File: config.mk
export PLATFORM = sky130hd
export DESIGN_NAME = imem_loader
export DESIGN_NICKNAME = d
export VERILOG_FILES = /design/src/rtl/imem_loader_pkg.sv /design/src/rtl/imem_loader_word.sv /design/src/rtl/imem_loader.sv
export SDC_FILE = /design/constraint.sdc
export NUM_CORES = 1
export LEC_CHECK = 0
export CORE_MARGIN = 5
export CORE_UTILIZATION = 55
export CTS_BUF_LIST = sky130_fd_sc_hd__clkbuf_4 sky130_fd_sc_hd__clkbuf_8
export CTS_CLUSTER_DIAMETER = 40
export DETAILED_ROUTE_END_ITERATION = 16
export PLACE_DENSITY = 0.9
export SETUP_SLACK_MARGIN = 0.05
export SLEW_MARGIN = 0
export SYNTH_ARGS = -nofsm -noshare
export SYNTH_HDL_FRONTEND = slang
export SYNTH_SLANG_ARGS = --single-unit
export TNS_END_PERCENT = 20
File: constraint.sdc
create_clock -name clk -period 2.5 [get_ports clk]
set_clock_uncertainty 0.1 [all_clocks]
set_input_delay 0.75 -clock clk [delete_from_list [all_inputs] [get_ports clk]]
set_output_delay 0.75 -clock clk [all_outputs]
set_load 0.03 [all_outputs]
File: src/rtl/imem_loader_pkg.sv
// Shared definitions for the boot-time instruction memory loader and the
// instruction memory it fills.
package imem_loader_pkg;

   // Loader FSM states.
   typedef enum logic [2:0] {
      S_IDLE,
      S_LEN,
      S_DATA,
      S_WRITE,
      S_DONE,
      S_ERR
   } state_t;

   // Word-address bits of the instruction memory (capacity 1 << depth words);
   // the loader and the memory both take their default from here.
   localparam int ROM_DEPTH_DEF = 10;

   // Bytes per instruction word.
   localparam int WORD_BYTES = 4;

endpackage : imem_loader_pkg

File: src/rtl/imem_loader_word.sv
// word_assembler: packs four little-endian stream bytes into a 32-bit word.
// Used for the length header as well as for every instruction word.
module word_assembler
   import imem_loader_pkg::*;
(
   input  logic        clk,
   input  logic        rst_n,
   input  logic        clr,
   input  logic        push,
   input  logic [7:0]  byte_data,
   output logic [31:0] word,
   output logic        word_full
);

   logic [1:0]  cnt;
   logic [31:0] sr;

   // The completed word includes the byte arriving this cycle, so the FSM can
   // capture it on the same edge that accepts the 4th byte.
   assign word      = {byte_data, sr[31:8]};
   assign word_full = push && (cnt == 2'(WORD_BYTES - 1));

   // Byte counter (wraps 3 -> 0 on the 4th byte) and shift register.
   always_ff @(posedge clk or negedge rst_n) begin
      if (!rst_n) begin
         cnt <= '0;
         sr  <= '0;
      end else if (clr) begin
         cnt <= '0;
         sr  <= '0;
      end else if (push) begin
         // NOTE: non-blocking assignments for all sequential state, so every
         // register samples pre-edge values regardless of statement order.
         sr  <= word;
         cnt <= cnt + 2'd1;
      end
   end

endmodule : word_assembler

File: src/rtl/imem_loader.sv
// imem_loader: receives a length header plus little-endian words from the host
// byte link and writes them sequentially to the instruction memory, holding
// the core (busy) while the load is in progress.
module imem_loader
   import imem_loader_pkg::*;
#(
   parameter int          ROM_DEPTH = ROM_DEPTH_DEF,
   parameter logic [31:0] BASE_ADR  = 32'h0000_0000   // must be word-aligned
) (
   input  logic        clk,
   input  logic        rst_n,
   input  logic        start,
   input  logic        byte_valid,
   input  logic [7:0]  byte_data,
   output logic        byte_ready,
   output logic        we,
   output logic [31:0] wadr,
   output logic [31:0] wdata,
   output logic        busy,
   output logic        done,
   output logic        err
);

   // One extra bit so that capacity itself is a representable length.
   localparam logic [32:0] CAPACITY = 33'd1 << ROM_DEPTH;

   state_t               state;
   logic [ROM_DEPTH:0]   idx;
   logic [ROM_DEPTH:0]   idx_inc;
   logic [31:0]          n_words;
   logic                 push;
   logic                 start_ok;
   logic [31:0]          asm_word;
   logic                 word_full;

   assign push     = byte_valid && byte_ready;
   assign start_ok = start && (state == S_IDLE || state == S_DONE || state == S_ERR);
   assign idx_inc  = idx + (ROM_DEPTH + 1)'(1);

   word_assembler u_asm (
      .clk       (clk),
      .rst_n     (rst_n),
      .clr       (start_ok),
      .push      (push),
      .byte_data (byte_data),
      .word      (asm_word),
      .word_full (word_full)
   );

   // Loader FSM with registered handshake, write-port and status outputs.
   always_ff @(posedge clk or negedge rst_n) begin
      if (!rst_n) begin
         state      <= S_IDLE;
         idx        <= '0;
         n_words    <= '0;
         byte_ready <= 1'b0;
         we         <= 1'b0;
         wadr       <= BASE_ADR;
         wdata      <= '0;
         busy       <= 1'b0;
         done       <= 1'b0;
         err        <= 1'b0;
      end else begin
         case (state)
            S_IDLE, S_DONE, S_ERR: begin
               if (start_ok) begin
                  state      <= S_LEN;
                  idx        <= '0;
                  n_words    <= '0;
                  byte_ready <= 1'b1;
                  busy       <= 1'b1;
                  done       <= 1'b0;
                  err        <= 1'b0;
               end
            end
            S_LEN: begin
               if (word_full) begin
                  n_words <= asm_word;
                  if (asm_word == 32'd0) begin
                     state      <= S_DONE;
                     byte_ready <= 1'b0;
                     busy       <= 1'b0;
                     done       <= 1'b1;
                  end else if ({1'b0, asm_word} > CAPACITY) begin
                     state      <= S_ERR;
                     byte_ready <= 1'b0;
                     busy       <= 1'b0;
                     err        <= 1'b1;
                  end else begin
                     state <= S_DATA;
                  end
               end
            end
            S_DATA: begin
               if (word_full) begin
                  state      <= S_WRITE;
                  byte_ready <= 1'b0;
                  we         <= 1'b1;
                  wdata      <= asm_word;
                  wadr       <= BASE_ADR + 32'(idx) * WORD_BYTES;
               end
            end
            S_WRITE: begin
               we  <= 1'b0;
               idx <= idx_inc;
               if (32'(idx_inc) == n_words) begin
                  state <= S_DONE;
                  busy  <= 1'b0;
                  done  <= 1'b1;
               end else begin
                  state      <= S_DATA;
                  byte_ready <= 1'b1;
               end
            end
            default: state <= S_IDLE;
         endcase
      end
   end

endmodule : imem_loader

; Yosys cells after proc, flatten, opt, wreduce, memory -nomap -nowiden
; Cells that the tools add are included.
[word_totals]
output_inout_bits = 69
mem_count = 0
mem_bits_rw = 0
reg_bits = 128
mem_bits_ro = 0
latch_bits = 0
[classes]
bitwise_logic = 0
multipliers = 0
addsub = 2
div = 0
muxes = 36
n_eq_ne = 16
magnitude_cmp = 1
n_reduce_logical = 23
shift = 0
[ops]
columns = operator, count
row1 = $mux 32, 4
row2 = $pmux 32 s2, 1
row3 = $eq 11x32->1, 1
row4 = $gt 32x11->1 const B, 1
row5 = $logic_not 32->1, 1
row6 = $pmux 11 s2, 1
row7 = $mux 3, 6
row8 = $mux 1, 15
row9 = $reduce_and 5->1, 3
row10 = $ne 2x2->1 const B, 6
row11 = $pmux 3 s4, 1
row12 = $add 11x1->11 const B, 1
row13 = $mux 11, 1
row14 = $reduce_bool 2->1, 4
row15 = $eq 3x2->1 const B, 2
row16 = $eq 3x3->1 const B, 2
row17 = $pmux 1 s3, 2
row18 = $reduce_and 2->1, 3
row19 = $reduce_and 3->1, 2
row20 = $reduce_and 6->1, 1
row21 = $mux 2, 2
row22 = $ne 2x1->1 const B, 2
row23 = $pmux 1 s2, 2
row24 = $pmux 1 s4, 1
row25 = other kinds (10), 13

; Longest topological paths before layout
[logic_depth]
ltp_word = 6
mapped_depth = 8

; By module
; A second synthesis with hierarchy kept.
[hier_totals]
cells_unflattened = 529
hier_area_um2 = 5626.6
[by_module_without_submodules]
columns = module, seq_area_each_um2, area_per_inst_um2, cells_per_inst, n_inst
row1 = imem_loader, 2352.3, 4471.8, 435, 1
row2 = word_assembler, 650.6, 1154.9, 94, 1

; Least setup slack after synthesis
; No wires, ideal clock.
[synth_timing]
path_type = in2reg
startpoint = input byte_valid
endpoint = register wdata[11]
setup_ps = 125
stages = 6
arrival_time_ps = 2104
path_buffers = 2
path_slack_ps = 171
path_cell_list = nand3_1 nor3_1 nand2_1 clkbuf_1 clkbuf_1 mux2_2
[synth_between]
elab_chain_cells = 3
[synth_rtl]
columns = item, line_no
row1 = from (decl), imem_loader.sv:13  ; input logic byte_valid,
row2 = $logic_and 1x1->1, imem_loader.sv:36  ; assign push = byte_valid && byte_ready;
row3 = $logic_and 1x1->1, imem_loader_word.sv:21  ; assign word_full = push && (cnt == 2'(WORD_BYTES - 1));
row4 = $reduce_and 2->1 (no line), n/a
row5 = to (signal assigned), imem_loader.sv:99  ; wdata <= asm_word;
row6 = to (decl), imem_loader.sv:18  ; output logic [31:0] wdata,
; No other way between the ends.
; A chain may end at the register's enable or synchronous reset.

; Final worst setup path
[layout_timing]
startpoint = register idx[0]
endpoint = register done
[layout_between]
elab_chain_cells = 4
[layout_rtl]
columns = item, line_no
row1 = from (decl), imem_loader.sv:28  ; logic [ROM_DEPTH:0] idx;
row2 = from (signal assigned), imem_loader.sv:105  ; idx <= idx_inc;
row3 = $add 11x1->11, imem_loader.sv:38  ; assign idx_inc = idx + (ROM_DEPTH + 1)'(1);
row4 = $eq 11x32->1, imem_loader.sv:106  ; if (32'(idx_inc) == n_words) begin
row5 = $ne 2x2->1 (no line), n/a
row6 = $reduce_and 5->1 (no line), n/a
row7 = to (signal assigned), imem_loader.sv:61  ; done <= 1'b0;
row8 = to (signal assigned), imem_loader.sv:72  ; done <= 1'b0;
row9 = to (signal assigned), imem_loader.sv:109  ; done <= 1'b1;
row10 = to (decl), imem_loader.sv:20  ; output logic done,
; No other way between the ends.

==> out/qor.txt <==
TritonCTS clock tree: yes
Critical R2R Capture: done$_DFFE_PN0P_
DRT iter0 DRCs: 500
routed via count: 4547
status: finished clean
worst supply voltage drop on vdd: 0.503 mV
post-synthesis to final-layout area growth: 23.1%
placement-stage worst setup slack: -0.435 ns
clock transition time at the flip-flop clock pins of the worst setup and hold paths: 0.08 ns
buffers from clock root to sink, at most: 2
fraction of registers with async set/reset: 100%
total clock buffers created by CTS: 17
global-route track usage on met1: 29.1%
share of the clock period used by the worst path after layout: 97.3%
net count of the finished layout: 662
share of synthesized cell area in and, or, nand and nor gates: 17.6%
average detailed-routed wire length per instance: 17.7 um
origin of the critical flop-to-flop path: idx[0]$_DFFE_PN0P_
critical path capture point type: flop
Placed Cells: 761
top area cells in the synthesized netlist: sky130_fd_sc_hd__dfrtp_1 54%, sky130_fd_sc_hd__nand2_1 9.0%, sky130_fd_sc_hd__mux2_2 8.0%
GR peak layer: met2
DRT antenna net count: 0
Tmin final: 2.43 ns
first-pass detailed-route iteration total: 6
depth of the worst register-to-register path: 7
crit path kind: flop to flop
Sink Count: 120
top cell type by total area after synthesis: sky130_fd_sc_hd__dfrtp_1
final core utilization: 69.5%
final non-filler cell total: 794
post-CTS repair timing setup buffer count: 0
via count of the first global-routing pass: 4610
Top FF cell, synth: sky130_fd_sc_hd__dfrtp_1
Max Clock Freq: 0.411 GHz
total wirelength of the detailed-routed design: 14100 um
count of final hold-check violations: 0
Gate power share: 27.7%
count of flip-flops with a built-in enable after synthesis: 0
total power consumption of the routed design: 6.21 mW
internal power: 3.83 mW
post-synthesis compound-gate area fraction: 11.7%
Synth Area in XOR/XNOR: 2.22%
Net Sw Frac: 38.3%
net switching power of the design: 2.38 mW
multiplexer share of the synthesized area: 8.14%
fraction of the mapped netlist area in adder cells: 0.453%
number of port buffers: 59
starting density of the core: 56.5%
fill cell instance count of the final layout: 705
initial antenna violation count: 0
H-tree lvl count: 4
worst setup path start: idx[0]$_DFFE_PN0P_
cell area after synthesis: 5520 sq um
Antenna diodes: 0
Synth top area share: 54.4%
data arrival time at the worst-slack endpoint: 2.69 ns
Clock Root Buffer: sky130_fd_sc_hd__clkbuf_8
worst setup margin: 0.0677 ns
combinational family with the most area after synthesis: simple AND/OR/NAND/NOR gates
met3 track utilization from global routing: 7.22%
peak fanout along the critical path: 5
endpoints failing setup: 0
total overflow reported by the global router: 0
data required time at the worst endpoint: 2.75 ns
setup repair after global routing missed its margin: yes
overall fraction of global-route tracks in use: 24.2%
P per Cell Area: 914 nW/um^2
destination of the critical timing path: done$_DFFE_PN0P_
sequential element share of the synthesized area: 54.4%
weighted congestion reported at the end of routability-driven placement: 0.852
total of warnings raised by yosys: 0
Setup crit start kind: flop
drt via density: 5.73
reg2reg setup slack: 0.07 ns
power share of the sequential group: 47.2%
number of I/O pins: 81
synthesized flop and latch total: 120
slew at the pin closest to its max-slew limit: 0.709 ns
synthesized instance count: 560
die height: 110 um
Leakage Power: 3.15 nW
Core Rows: 36
met2 track demand over resource: 40.6%
largest net degree at the start of global routing: 65
average size of a mapped cell: 9.86 sq um
relative contribution of the clock network to total power: 25.1%
number of distinct library cell variants in the gate-level netlist after synthesis: 49
path class of the lowest-slack min-delay path: primary input to asynchronous set/reset pin
full die area: 12100 sq um
hpwl dp: 9250 um
Maximum Capacitance Violations: 0
CORE AREA: 9770 sq um
share of final-layout standard cells stronger than drive strength 1: 18.3%
fin. max-slew vios: 0
first-pass GRT wire length: 22400 um
count of unresolved DRC violations after routing: 0
chip width: 110 um
Worst slew margin: 52.6%
insertion delay of the later-clocked pin in the worst-skew pair: 0.44 ns
what timing repair did:
action,CTS,global route
cloned,0,1
endpoints found under the setup margin,4,38
hold buffers,0,0
pin swaps,0,2
resized for setup,4,3
cell usage in the layout (no fill, tap or decap), types with 2 or more instances in the layout:
cell type,netlist,routed
sky130_fd_sc_hd__o21ai_0,51,49
sky130_fd_sc_hd__buf_4,23,38
sky130_fd_sc_hd__nor3b_1,2,2
sky130_fd_sc_hd__ha_1,2,2
sky130_fd_sc_hd__mux2_2,39,39
sky130_fd_sc_hd__o31ai_1,6,6
sky130_fd_sc_hd__nand4_1,8,8
sky130_fd_sc_hd__and2_1,5,5
sky130_fd_sc_hd__and3_1,3,3
sky130_fd_sc_hd__nor2_1,17,14
sky130_fd_sc_hd__nor3_1,7,7
sky130_fd_sc_hd__xnor2_1,10,10
sky130_fd_sc_hd__o21ai_1,3,5
sky130_fd_sc_hd__clkbuf_8,0,17
sky130_fd_sc_hd__nor2_2,0,2
sky130_fd_sc_hd__a21oi_1,34,34
sky130_fd_sc_hd__a211oi_1,2,2
sky130_fd_sc_hd__nor2_4,0,2
sky130_fd_sc_hd__clkinvlp_4,0,3
sky130_fd_sc_hd__inv_1,6,6
sky130_fd_sc_hd__buf_12,0,3
sky130_fd_sc_hd__o41ai_1,2,2
sky130_fd_sc_hd__nand2b_1,3,3
sky130_fd_sc_hd__o311a_1,2,2
sky130_fd_sc_hd__nand3_1,9,9
sky130_fd_sc_hd__xor2_1,4,4
sky130_fd_sc_hd__dfrtp_1,120,120
sky130_fd_sc_hd__a31oi_1,3,3
sky130_fd_sc_hd__nand2_1,132,131
sky130_fd_sc_hd__nor2b_1,6,6
sky130_fd_sc_hd__clkdlybuf4s50_1,0,56
sky130_fd_sc_hd__conb_1,1,21
sky130_fd_sc_hd__inv_6,0,5
sky130_fd_sc_hd__clkinv_4,0,5
sky130_fd_sc_hd__nor4_1,10,10
sky130_fd_sc_hd__or3_1,4,4
metal layers:
metal  routed length [um]  vias to the layer above
li1                     -                     2083
met1                 5360                     2187
met2                 7130                      233
met3                 1110                       44
met4                  455                        0
met5                    0                        -
worst max-delay path, cell delays in order, from the launching register on:
cell	delay [ns]
sky130_fd_sc_hd__dfrtp_1	0.41
sky130_fd_sc_hd__ha_1	0.20
sky130_fd_sc_hd__inv_1	0.06
sky130_fd_sc_hd__or3_1	0.37
sky130_fd_sc_hd__a222oi_1	0.36
sky130_fd_sc_hd__nand4_1	0.23
sky130_fd_sc_hd__or3b_1	0.47
sky130_fd_sc_hd__o21ai_1	0.16
worst min path at each step:
stage | startpoint | to | cells after the start
3_5_place_dp | we$_DFFE_PN0P_ | we$_DFFE_PN0P_ | 2
6_report | rst_n | wadr[2]$_DFFE_PN0P_ | 1
3_3_place_gp | we$_DFFE_PN0P_ | we$_DFFE_PN0P_ | 2
5_1_grt | rst_n | wadr[2]$_DFFE_PN0P_ | 1
2_1_floorplan | rst_n | busy$_DFFE_PN0P_ | 0
4_1_cts | rst_n | wadr[2]$_DFFE_PN0P_ | 1
stage by stage:
stage                     setup TNS [ns]  instance area [sq um]  hold WS [ns]
final                                  0                   6800         0.127
after global routing             -0.0865                   6800         0.121
after CTS                              0                   6780         0.117
after detailed placement          -18.22                   6420         0.371
after global placement            -14.84                   6420         0.361
after floorplan                        0                   5600         0.350
flip-flops by register name (all words and copies together), names as in the netlist:
signal and cells:
err 1, idx 11, done 1, byte_ready 1, we 1, u_asm.sr 24, wdata 32, n_words 32
u_asm.cnt 2, busy 1, state 3, wadr 11
synth_stat cells (4+ instances only):
| library cell | instances |
|---|---|
| sky130_fd_sc_hd__nand2_1 | 132 |
| sky130_fd_sc_hd__a21oi_1 | 34 |
| sky130_fd_sc_hd__nor2_1 | 17 |
| sky130_fd_sc_hd__inv_1 | 6 |
| sky130_fd_sc_hd__nand4_1 | 8 |
| sky130_fd_sc_hd__nor2b_1 | 6 |
| sky130_fd_sc_hd__nand3_1 | 9 |
| sky130_fd_sc_hd__o21ai_0 | 51 |
| sky130_fd_sc_hd__nor4_1 | 10 |
| sky130_fd_sc_hd__mux2_2 | 39 |
| sky130_fd_sc_hd__xnor2_1 | 10 |
| sky130_fd_sc_hd__dfrtp_1 | 120 |
| sky130_fd_sc_hd__or3_1 | 4 |
| sky130_fd_sc_hd__buf_4 | 23 |
| sky130_fd_sc_hd__and2_1 | 5 |
| sky130_fd_sc_hd__nor3_1 | 7 |
| sky130_fd_sc_hd__xor2_1 | 4 |
| sky130_fd_sc_hd__o31ai_1 | 6 |
| sky130_fd_sc_hd__clkbuf_1 | 26 |
kinds of logic after synthesis:
logic type / count (synthesis)
buffers and inverters: 57
flip-flops: 120
AND/OR/NAND/NOR: 213
XOR/XNOR: 14
adder cells (fa/ha/maj): 2
other: 1
multiplexers: 40
AO/OA/AOI/OAI: 113
power groups by stage:
stage	combinational, mW	sequential, mW	clock [mW]
after detailed placement	1.65	2.93	0
after CTS	1.69	2.91	1.58
after floorplan	1.13	2.81	0
after global routing	1.92	2.98	1.67
after global placement	1.57	2.91	0
final	1.72	2.93	1.56
final cells by class:
| cell class | instances | area (sq um) | share of cell area, % |
|---|---|---|---|
| Clock inverter | 14 | 115 | 1.69 |
| Inverter | 6 | 22.5 | 0.331 |
| Sequential cell | 120 | 3000 | 44.2 |
| Tap cell | 133 | 166 | 2.45 |
| Timing Repair Buffer | 99 | 927 | 13.6 |
| Multi-Input combinational cell | 404 | 2320 | 34.1 |
| Clock buffer | 18 | 241 | 3.55 |
Power figures use the tool's default switching activity.
